**src/rtl/aes_feeder_pkg.sv**
```systemverilog
// Shared types and helpers for the AES block feeder.
// Holds the FSM state encoding, the sideband width default and the byte-lane
// helpers that turn a big-endian stream word into the aes_api byte order.
package aes_feeder_pkg;

  // Feeder control states.
  typedef enum logic [1:0] {
    IDLE    = 2'd0,
    COLLECT = 2'd1,
    ISSUE   = 2'd2,
    GAP     = 2'd3
  } state_e;

  localparam int          BYPASS_W_DEFAULT = 289;
  localparam int          WORDS_PER_BLOCK  = 4;
  localparam logic [15:0] MSG_BYTES_MAX    = 16'hFFFF;

  // Byte-reverse a stream word so that its earliest byte (word[31:24]) lands
  // in the lowest byte lane, then zero every lane past the valid byte count.
  // n_bytes == 0 means all four bytes are valid.
  function automatic logic [31:0] rev_mask_word(input logic [31:0] word,
                                                input logic [1:0]  n_bytes);
    logic [31:0] rev;
    rev = {word[7:0], word[15:8], word[23:16], word[31:24]};
    case (n_bytes)
      2'd1:    rev = rev & 32'h0000_00FF;
      2'd2:    rev = rev & 32'h0000_FFFF;
      2'd3:    rev = rev & 32'h00FF_FFFF;
      default: rev = rev;
    endcase
    return rev;
  endfunction

  // Number of message bytes carried by one accepted word.
  function automatic logic [2:0] word_bytes(input logic       last_word,
                                            input logic [1:0] n_bytes);
    logic [2:0] nb;
    if (last_word && (n_bytes != 2'd0)) nb = {1'b0, n_bytes};
    else                                nb = 3'd4;
    return nb;
  endfunction

  // Saturating add for the running message byte count.
  function automatic logic [15:0] sat_add16(input logic [15:0] acc,
                                            input logic [2:0]  inc);
    logic [16:0] sum;
    sum = {1'b0, acc} + {14'd0, inc};
    return sum[16] ? MSG_BYTES_MAX : sum[15:0];
  endfunction

endpackage

```
**src/rtl/aes_feeder.sv**
```systemverilog
// Purpose: packs a 32-bit byte stream into 128-bit aes_api blocks with a
//          captured sideband, last-block flag and total message byte count.
// Latency: o_new pulses 1 cycle after the block's final word is accepted.
// Backpressure: o_ready drops for ISSUE_GAP cycles starting at each o_new;
//          i_valid while o_ready=0 is ignored (no transfer).
//
// Ports:
//   clk, reset     single clock, synchronous active-high reset
//   i_word         stream word, i_word[31:24] is the earliest byte
//   i_valid        i_word valid; transfers when o_ready is also high
//   i_last_word    word is the final word of the message
//   i_bytes        valid bytes in the final word (0 means 4)
//   i_bypass_text  sideband, sampled with the first word of a message
//   o_ready        block accepts i_word this cycle
//   o_plain_text   byte-reversed, zero-filled block (stream byte j at [8j+7:8j])
//   o_new          one-cycle block strobe
//   o_last         set on the o_new of the message's final block
//   o_bypass_text  sideband of the message that owns the issued block
//   o_msg_bytes    saturating message byte count, valid while o_last=1
module aes_feeder
  import aes_feeder_pkg::*;
#(
  parameter int ISSUE_GAP = 2,
  parameter int BYPASS_W  = BYPASS_W_DEFAULT
) (
  input  logic                clk,
  input  logic                reset,
  input  logic [31:0]         i_word,
  input  logic                i_valid,
  input  logic                i_last_word,
  input  logic [1:0]          i_bytes,
  input  logic [BYPASS_W-1:0] i_bypass_text,
  output logic                o_ready,
  output logic [127:0]        o_plain_text,
  output logic                o_new,
  output logic                o_last,
  output logic [BYPASS_W-1:0] o_bypass_text,
  output logic [15:0]         o_msg_bytes
);

  // GAP lasts ISSUE_GAP-1 cycles; the counter starts at 0 on GAP entry, so the
  // final GAP cycle is the one where the counter reads ISSUE_GAP-2. Unused
  // when ISSUE_GAP == 1 because GAP is skipped entirely.
  localparam logic [3:0] GAP_LAST = 4'(ISSUE_GAP - 2);

  // ---------------------------------------------------------------------------
  // State
  // ---------------------------------------------------------------------------
  state_e              state_q, state_d;
  logic [1:0]          widx_q, widx_d;          // next word slot in the block
  logic [3:0]          gap_cnt_q, gap_cnt_d;
  logic [127:0]        asm_q, asm_d;            // block under assembly, output byte order
  logic [127:0]        plain_q, plain_d;        // issued block, held until the next issue
  logic [BYPASS_W-1:0] byp_stage_q, byp_stage_d; // sideband of the message in progress
  logic [BYPASS_W-1:0] byp_out_q, byp_out_d;     // sideband of the issued block
  logic [15:0]         msg_bytes_q, msg_bytes_d;
  logic                last_q, last_d;           // issued/pending block is the final one

  // ---------------------------------------------------------------------------
  // Transfer decode
  // ---------------------------------------------------------------------------
  logic                accept;
  logic                first_word;
  logic                blk_done;
  logic [31:0]         placed_word;
  logic [127:0]        asm_merged;
  logic [2:0]          word_nb;
  logic [BYPASS_W-1:0] byp_msg;

  always_comb begin
    accept      = i_valid && o_ready;
    first_word  = accept && (state_q == IDLE);
    // A block closes on its 4th word or on the message's last word. In IDLE
    // the slot index is always 0, so only i_last_word can close it there.
    blk_done    = accept && (i_last_word || (widx_q == 2'(WORDS_PER_BLOCK - 1)));

    // i_bytes only matters on the last word; earlier words are always full.
    placed_word = rev_mask_word(i_word, i_last_word ? i_bytes : 2'd0);
    word_nb     = word_bytes(i_last_word, i_bytes);

    // Unfilled slots of asm_q are already zero, so a plain slot write keeps
    // the zero-fill guarantee for short final blocks.
    asm_merged  = asm_q;
    asm_merged[{widx_q, 5'd0} +: 32] = placed_word;

    // A single-word message closes in IDLE, before the stage register has
    // taken the new sideband, so use the input directly in that case.
    byp_msg     = (state_q == IDLE) ? i_bypass_text : byp_stage_q;
  end

  // ---------------------------------------------------------------------------
  // FSM: state register
  // ---------------------------------------------------------------------------
  always_ff @(posedge clk) begin
    if (reset) begin
      state_q <= IDLE;
    end else begin
      state_q <= state_d;
    end
  end

  // ---------------------------------------------------------------------------
  // FSM: next state
  // ---------------------------------------------------------------------------
  always_comb begin
    state_d = state_q;
    case (state_q)
      IDLE: begin
        if (accept) state_d = i_last_word ? ISSUE : COLLECT;
      end
      COLLECT: begin
        if (blk_done) state_d = ISSUE;
      end
      ISSUE: begin
        if (ISSUE_GAP == 1) state_d = last_q ? IDLE : COLLECT;
        else                state_d = GAP;
      end
      GAP: begin
        if (gap_cnt_q == GAP_LAST) state_d = last_q ? IDLE : COLLECT;
      end
      default: state_d = IDLE;
    endcase
  end

  // ---------------------------------------------------------------------------
  // FSM: outputs. Handshake and strobes are forced low while reset is held so
  // nothing transfers or issues in the reset cycle itself.
  // ---------------------------------------------------------------------------
  always_comb begin
    o_ready = 1'b0;
    o_new   = 1'b0;
    o_last  = 1'b0;
    if (!reset) begin
      case (state_q)
        IDLE, COLLECT: o_ready = 1'b1;
        ISSUE: begin
          o_new  = 1'b1;
          o_last = last_q;
        end
        default: ;
      endcase
    end
  end

  // ---------------------------------------------------------------------------
  // Datapath next values
  // ---------------------------------------------------------------------------
  always_comb begin
    widx_d      = widx_q;
    gap_cnt_d   = 4'd0;
    asm_d       = asm_q;
    plain_d     = plain_q;
    byp_stage_d = byp_stage_q;
    byp_out_d   = byp_out_q;
    msg_bytes_d = msg_bytes_q;
    last_d      = last_q;

    if (state_q == GAP) gap_cnt_d = gap_cnt_q + 4'd1;

    if (first_word) begin
      byp_stage_d = i_bypass_text;
      msg_bytes_d = sat_add16(16'd0, word_nb);
    end else if (accept) begin
      msg_bytes_d = sat_add16(msg_bytes_q, word_nb);
    end

    if (blk_done) begin
      // Hand the completed block to the output registers and start the next
      // block from an all-zero assembly buffer.
      plain_d   = asm_merged;
      byp_out_d = byp_msg;
      last_d    = i_last_word;
      asm_d     = '0;
      widx_d    = 2'd0;
    end else if (accept) begin
      asm_d     = asm_merged;
      widx_d    = widx_q + 2'd1;
    end
  end

  // ---------------------------------------------------------------------------
  // Datapath registers
  // ---------------------------------------------------------------------------
  always_ff @(posedge clk) begin
    if (reset) begin
      widx_q      <= 2'd0;
      gap_cnt_q   <= 4'd0;
      asm_q       <= '0;
      plain_q     <= '0;
      byp_stage_q <= '0;
      byp_out_q   <= '0;
      msg_bytes_q <= 16'd0;
      last_q      <= 1'b0;
    end else begin
      widx_q      <= widx_d;
      gap_cnt_q   <= gap_cnt_d;
      asm_q       <= asm_d;
      plain_q     <= plain_d;
      byp_stage_q <= byp_stage_d;
      byp_out_q   <= byp_out_d;
      msg_bytes_q <= msg_bytes_d;
      last_q      <= last_d;
    end
  end

  assign o_plain_text  = plain_q;
  assign o_bypass_text = byp_out_q;
  assign o_msg_bytes   = msg_bytes_q;

endmodule

```
**config.mk**
```make
export PLATFORM = sky130hd
export DESIGN_NAME = aes_feeder
export DESIGN_NICKNAME = d
export VERILOG_FILES = /design/src/rtl/aes_feeder_pkg.sv /design/src/rtl/aes_feeder.sv
export SDC_FILE = /design/constraint.sdc
export NUM_CORES = 2
export LEC_CHECK = 0
export ABC_AREA = 1
export CAP_MARGIN = 40
export CORE_AREA = 2 2 297 299
export CTS_BUF_LIST = sky130_fd_sc_hd__clkbuf_16
export CTS_CLUSTER_SIZE = 28
export DETAILED_ROUTE_END_ITERATION = 8
export DIE_AREA = 0 0 299 301
export PLACE_DENSITY = 0.68
export REMOVE_ABC_BUFFERS = 1
export SLEW_MARGIN = 20
export SYNTH_ARGS = -nofsm -noshare
export SYNTH_HDL_FRONTEND = slang
export SYNTH_SLANG_ARGS = --single-unit
```
**constraint.sdc**
```tcl
create_clock -name clk -period 7.1 [get_ports clk]
set_clock_uncertainty 0.15 [all_clocks]
set_input_delay 2.13 -clock clk [delete_from_list [all_inputs] [get_ports clk]]
set_output_delay 2.13 -clock clk [all_outputs]
set_load 0.05 [all_outputs]
```
### After elaboration in Yosys (flattened, before gate mapping)

Index checks and enable logic that the tools add are counted.

| operators by class | value |
|---|---|
| $add $sub $neg | 4 |
| equal/unequal tests | 10 |
| shift operators | 2 |
| muxes and demuxes | 20 |
| bitwise logic cells | 1 |
| reduce and logical (&&, ||, !) cells | 13 |

Operators by type and width:

| cell | count |
|---|---|
| 289-bit 2-to-1 mux | 1 |
| 128-bit bitwise mux | 1 |
| 32-bit by 9-bit variable shift with 128-bit output, first input constant | 1 |
| 32-bit by 9-bit variable part select with 128-bit output | 1 |
| 32-bit case mux with 3 select lines | 1 |
| 16-bit 2-to-1 mux | 3 |
| 16-bit by 3-bit adder with 17-bit output | 1 |
| 2-bit equality test, second input constant | 5 |
| 2-bit 2-to-1 mux | 5 |
| 7-bit negator with 9-bit output | 1 |
| 2-bit case mux with 4 select lines | 1 |
| 1-bit 2-to-1 mux | 7 |
| 2-bit != test, second input constant | 3 |
| 2-bit OR reduction | 3 |
| 4-bit by 1-bit adder with 4-bit output, second input constant | 1 |
| 2-bit by 1-bit equality test with 1-bit output, second input constant | 2 |
| 1-bit logical AND | 4 |
| 4-bit zero test | 1 |
| 2-bit nonzero test | 2 |
| 3-bit 2-to-1 mux | 1 |
| 3-bit AND reduction | 1 |
| 2-bit by 1-bit adder with 2-bit output, second input constant | 1 |
| 2-bit zero test | 1 |
| 1-bit logical OR | 1 |
| 1-bit inverter | 1 |

| storage, ports and cells | value |
|---|---|
| register bits after elaboration | 859 |
| input port bits | 327 |
| output and inout port bits | 436 |
| word-level logic and storage cells | 59 |

### Depth between registers and ports, before layout

| logic depth | value |
|---|---|
| word-level depth | 8 |
| gate-level depth with buffers | 15 |
| mapped depth without buffers | 14 |

### Least setup slack after synthesis

OpenSTA, ideal clock, no wires.

| timing path | value |
|---|---|
| path type | in2out |
| from | input port reset |
| to | output port o_last |
| data arrival time | 3227 ps |
| data required time | 4820 ps |
| path slack | 1593 ps |
| cell stages on the path | 1 |
| path buffers | 0 |
| cell sequence | nor3_1 |

| between the ends | value |
|---|---|
| cells in the longest elaborated chain, start to end | 1 |

Ends and longest elaborated chain:

| element | RTL line | source |
|---|---|---|
| from (decl) | aes_feeder.sv:27 | `input logic reset,` |
| 1-bit 2-to-1 mux | aes_feeder.sv:133 | `if (!reset) begin` |
| to (decl) | aes_feeder.sv:36 | `output logic o_last,` |

Every way passes these cells.

### Final worst setup path

| timing path | value |
|---|---|
| from | input port reset |
| to | output port o_new |

| between the ends | value |
|---|---|
| cells in the longest elaborated chain, start to end | 1 |

Ends and longest elaborated chain:

| element | RTL line | source |
|---|---|---|
| 1-bit 2-to-1 mux | aes_feeder.sv:133 |  |
| to (decl) | aes_feeder.sv:35 | `output logic o_new,` |

Every way passes these cells.

==> results.json <==
{
  "outcome": "finished clean",
  "slew-limit-headroom_pct": 22.0,
  "drc": 0,
  "hold_depth": 2,
  "clk_latency_ns": 0.64,
  "clock_tree.root_cell": "clkbuf_16",
  "crit_type": "primary input to primary output",
  "cts_buffers": 93,
  "fin_cells": 6048,
  "total_power_w": 0.0149,
  "p_comb_share_pct": 30.0,
  "cts.reportedPaths.clkPinSlew_ns": 0.06,
  "hp-start": "byp_stage_q[13]",
  "finalCriticalPeriod_ns": 6.11,
  "rsz0062_at_grt": "false",
  "synth-edff-count": 0,
  "detailed_place_hpwl_um": 75000,
  "wl_per_cell_um": 18.7,
  "ioPinCount": 763,
  "cp.required_ns": 4.82,
  "post_cts_buffers": 0,
  "ys.flop_type": "dfxtp_1",
  "synth_seq_cells": 859,
  "vias": 31238,
  "globalplace.congestion": 0.874,
  "fmax_mhz": 164,
  "h-tree-depth": 3,
  "syn_area_um2": 32700,
  "io_buffers": 762,
  "drv_cap": 0,
  "synthArstFlopShare_pct": 0,
  "place_ws_ns": 0.975,
  "ff2ff_setup_slack_ns": 3.62,
  "ys_seq_area_share_pct": 52.7,
  "power_frac_clock_pct": 30.1,
  "critPathCaptureType": "primary output",
  "n_fill_cell": 8175,
  "avgSynthCellArea_um2": 7.70,
  "r2r_start": "state_q[0]",
  "r2r_cells": 9,
  "drt-total-wl_um": 113000,
  "clock_sinks": 859,
  "synthCells": 4240,
  "worst_pin_slew_ns": 1.17,
  "internal_power_w": 0.00935,
  "crit_fanout": 5,
  "critPathLaunchType": "primary input",
  "setup_viol": 0,
  "pwr-share-seq_pct": 40.0,
  "grt_usage_pct": 24.1,
  "cts_tree": "done",
  "setup_ws_ns": 0.987,
  "num_rows": 108,
  "powerDensity_nw_per_um2": 339,
  "die_area_um2": 90000,
  "yosysUniqueCellTypes": 35,
  "vias_per_cell": 5.17,
  "placed_area_um2": 40900,
  "crit_arrival_ns": 3.83,
  "irDropWorstVdd_v": 0.000259,
  "firstDrtPassIters": 5,
  "hold_viol": 0,
  "drive_above_1_share_pct": 3.89,
  "p_sw_share_pct": 37.1,
  "power_switching_w": 0.00551,
  "hold_class": "register to register",
  "period_share_pct": 86.1,
  "grt_pass1_vias": 28774,
  "finalInstanceArea_um2": 43800,
  "reg2reg_to": "o_bypass_text[197]",
  "nets": 5152,
  "dp_cells": 5866,
  "synth_warnings": 0,
  "grt_pass1_wl_um": 172000,
  "fin_setup_tns_ns": 0,
  "area_growth_pct": 34.1,
  "slew_violations": 0,
  "grt-ovfl-total": 0,
  "die_h_um": 301,
  "die_w_um": 299,
  "start_util_pct": 37.8,
  "min_to": "o_bypass_text[13]",
  "grt_max_degree": 199,
  "antenna_found_initial": 22,
  "cts.repair.resized": 0,
  "core_um2": 86500,
  "postCtsHoldBufs": 0,
  "final_antenna_net_count": 0,
  "cts_buffer_depth": 3,
  "p_leak_nw": 16.9,
  "drt_iter0_drc": 2143
}
## state kept, by name, indices dropped and copies added, names as in the netlist
name,flops
asm_q,128
byp_stage_q,289
gap_cnt_q,4
last_q,1
o_bypass_text,289
o_msg_bytes,16
o_plain_text,128
state_q,2
widx_q,2
## Yosys cell counts, types with 2 or more instances
| cell | n | area, um^2 |
|---|---|---|
| inv_2 | 6 | 22.5 |
| nand3b_1 | 2 | 15.0 |
| buf_1 | 11 | 41.3 |
| inv_1 | 222 | 833 |
| nand4_1 | 19 | 119 |
| nor3_1 | 5 | 25.0 |
| o22ai_1 | 48 | 300 |
| o21ai_0 | 704 | 3520 |
| ha_1 | 15 | 188 |
| a22o_1 | 16 | 140 |
| a22oi_1 | 16 | 120 |
| a31oi_1 | 338 | 2110 |
| nand3_1 | 91 | 455 |
| or2_2 | 2 | 12.5 |
| nand2_1 | 1223 | 4590 |
| o21ai_1 | 52 | 260 |
| a21oi_1 | 101 | 505 |
| nand2_2 | 2 | 12.5 |
| buf_2 | 112 | 561 |
| buf_4 | 18 | 135 |
| clkbuf_1 | 196 | 736 |
| dfxtp_1 | 859 | 17200 |
| nor2_1 | 170 | 638 |
## critical path, stage by stage
cell and delay (ns):
clkdlybuf4s50_1 0.60, nor2_1 0.27, clkdlybuf4s50_1 0.84
## per-layer routing
layer | global-route usage [%] | vias up | wire length (um)
li1 | - | 15366 | -
met4 | 9.48 | 24 | 4210
met3 | 7.65 | 226 | 10000
met1 | 29.6 | 14570 | 46100
met2 | 39.1 | 1052 | 52600
met5 | 0 | - | 167
## stage by stage
stage	hold WS, ns	utilization, %
2_1_floorplan	0.279	-
3_3_place_gp	0.288	47.1
3_5_place_dp	0.289	47.3
4_1_cts	0.289	50.5
5_1_grt	0.313	50.6
6_report	0.297	50.6
## cell type report
cell class / count / area (um^2) / area share [%]
flip-flops and latches: 859 / 17200 / 39.3
multi-input cells: 2815 / 13200 / 30.1
repair buffers: 811 / 8280 / 18.9
clock buffers: 94 / 2350 / 5.37
well taps: 1155 / 1450 / 3.30
inverters: 229 / 882 / 2.01
clock inverters: 73 / 443 / 1.01
diodes: 12 / 30.0 / 0.0686
## worst max-delay path by stage
stage / end / depth (start not counted) / slack (ns) / start
final: o_new / 3 / 0.99 / reset
after global routing: o_last / 3 / 0.91 / reset
after CTS: o_new / 3 / 0.97 / reset
after detailed placement: o_new / 3 / 0.97 / reset
after global placement: o_new / 3 / 1.0 / reset
after floorplan: o_plain_text[104] / 7 / -12.45 / reset
## cell usage in the layout (no fill, tap or decap), types with 12 or more instances in the layout
cell and count:
ha_1 14, a31oi_1 338, nand2_1 1222, o22ai_1 48, a22oi_1 16, diode_2 12, dfxtp_1 859, nor2_1 169
clkinv_1 24, o21ai_0 704, nand3_1 91, a22o_1 16, clkbuf_16 94, buf_4 28, buf_12 13, inv_1 242
o21ai_1 52, a21oi_1 101, clkdlybuf4s50_1 762, nand4_1 19, clkinv_2 18
## cells by family after synthesis
logic type               after synthesis  share of synthesized area, %
adder cells (fa/ha/maj)               16                         0.636
flip-flops                           859                          52.7
buffers and inverters                566                          7.14
AO/OA/AOI/OAI                       1278                          21.4
AND/OR/NAND/NOR                     1519                          18.1
XOR/XNOR                               2                        0.0537
## power by group through the flow
| stage | Sequential [W] | Clock, W | Combinational, W |
|---|---|---|---|
| after floorplan | 0.00690 | 0 | 0.00202 |
| after global placement | 0.00601 | 0 | 0.00434 |
| after detailed placement | 0.00603 | 0 | 0.00444 |
| after CTS | 0.00594 | 0.00456 | 0.00445 |
| after global routing | 0.00602 | 0.00476 | 0.00482 |
| final | 0.00594 | 0.00447 | 0.00445 |
No activity file was read; power rests on OpenSTA's default activity.
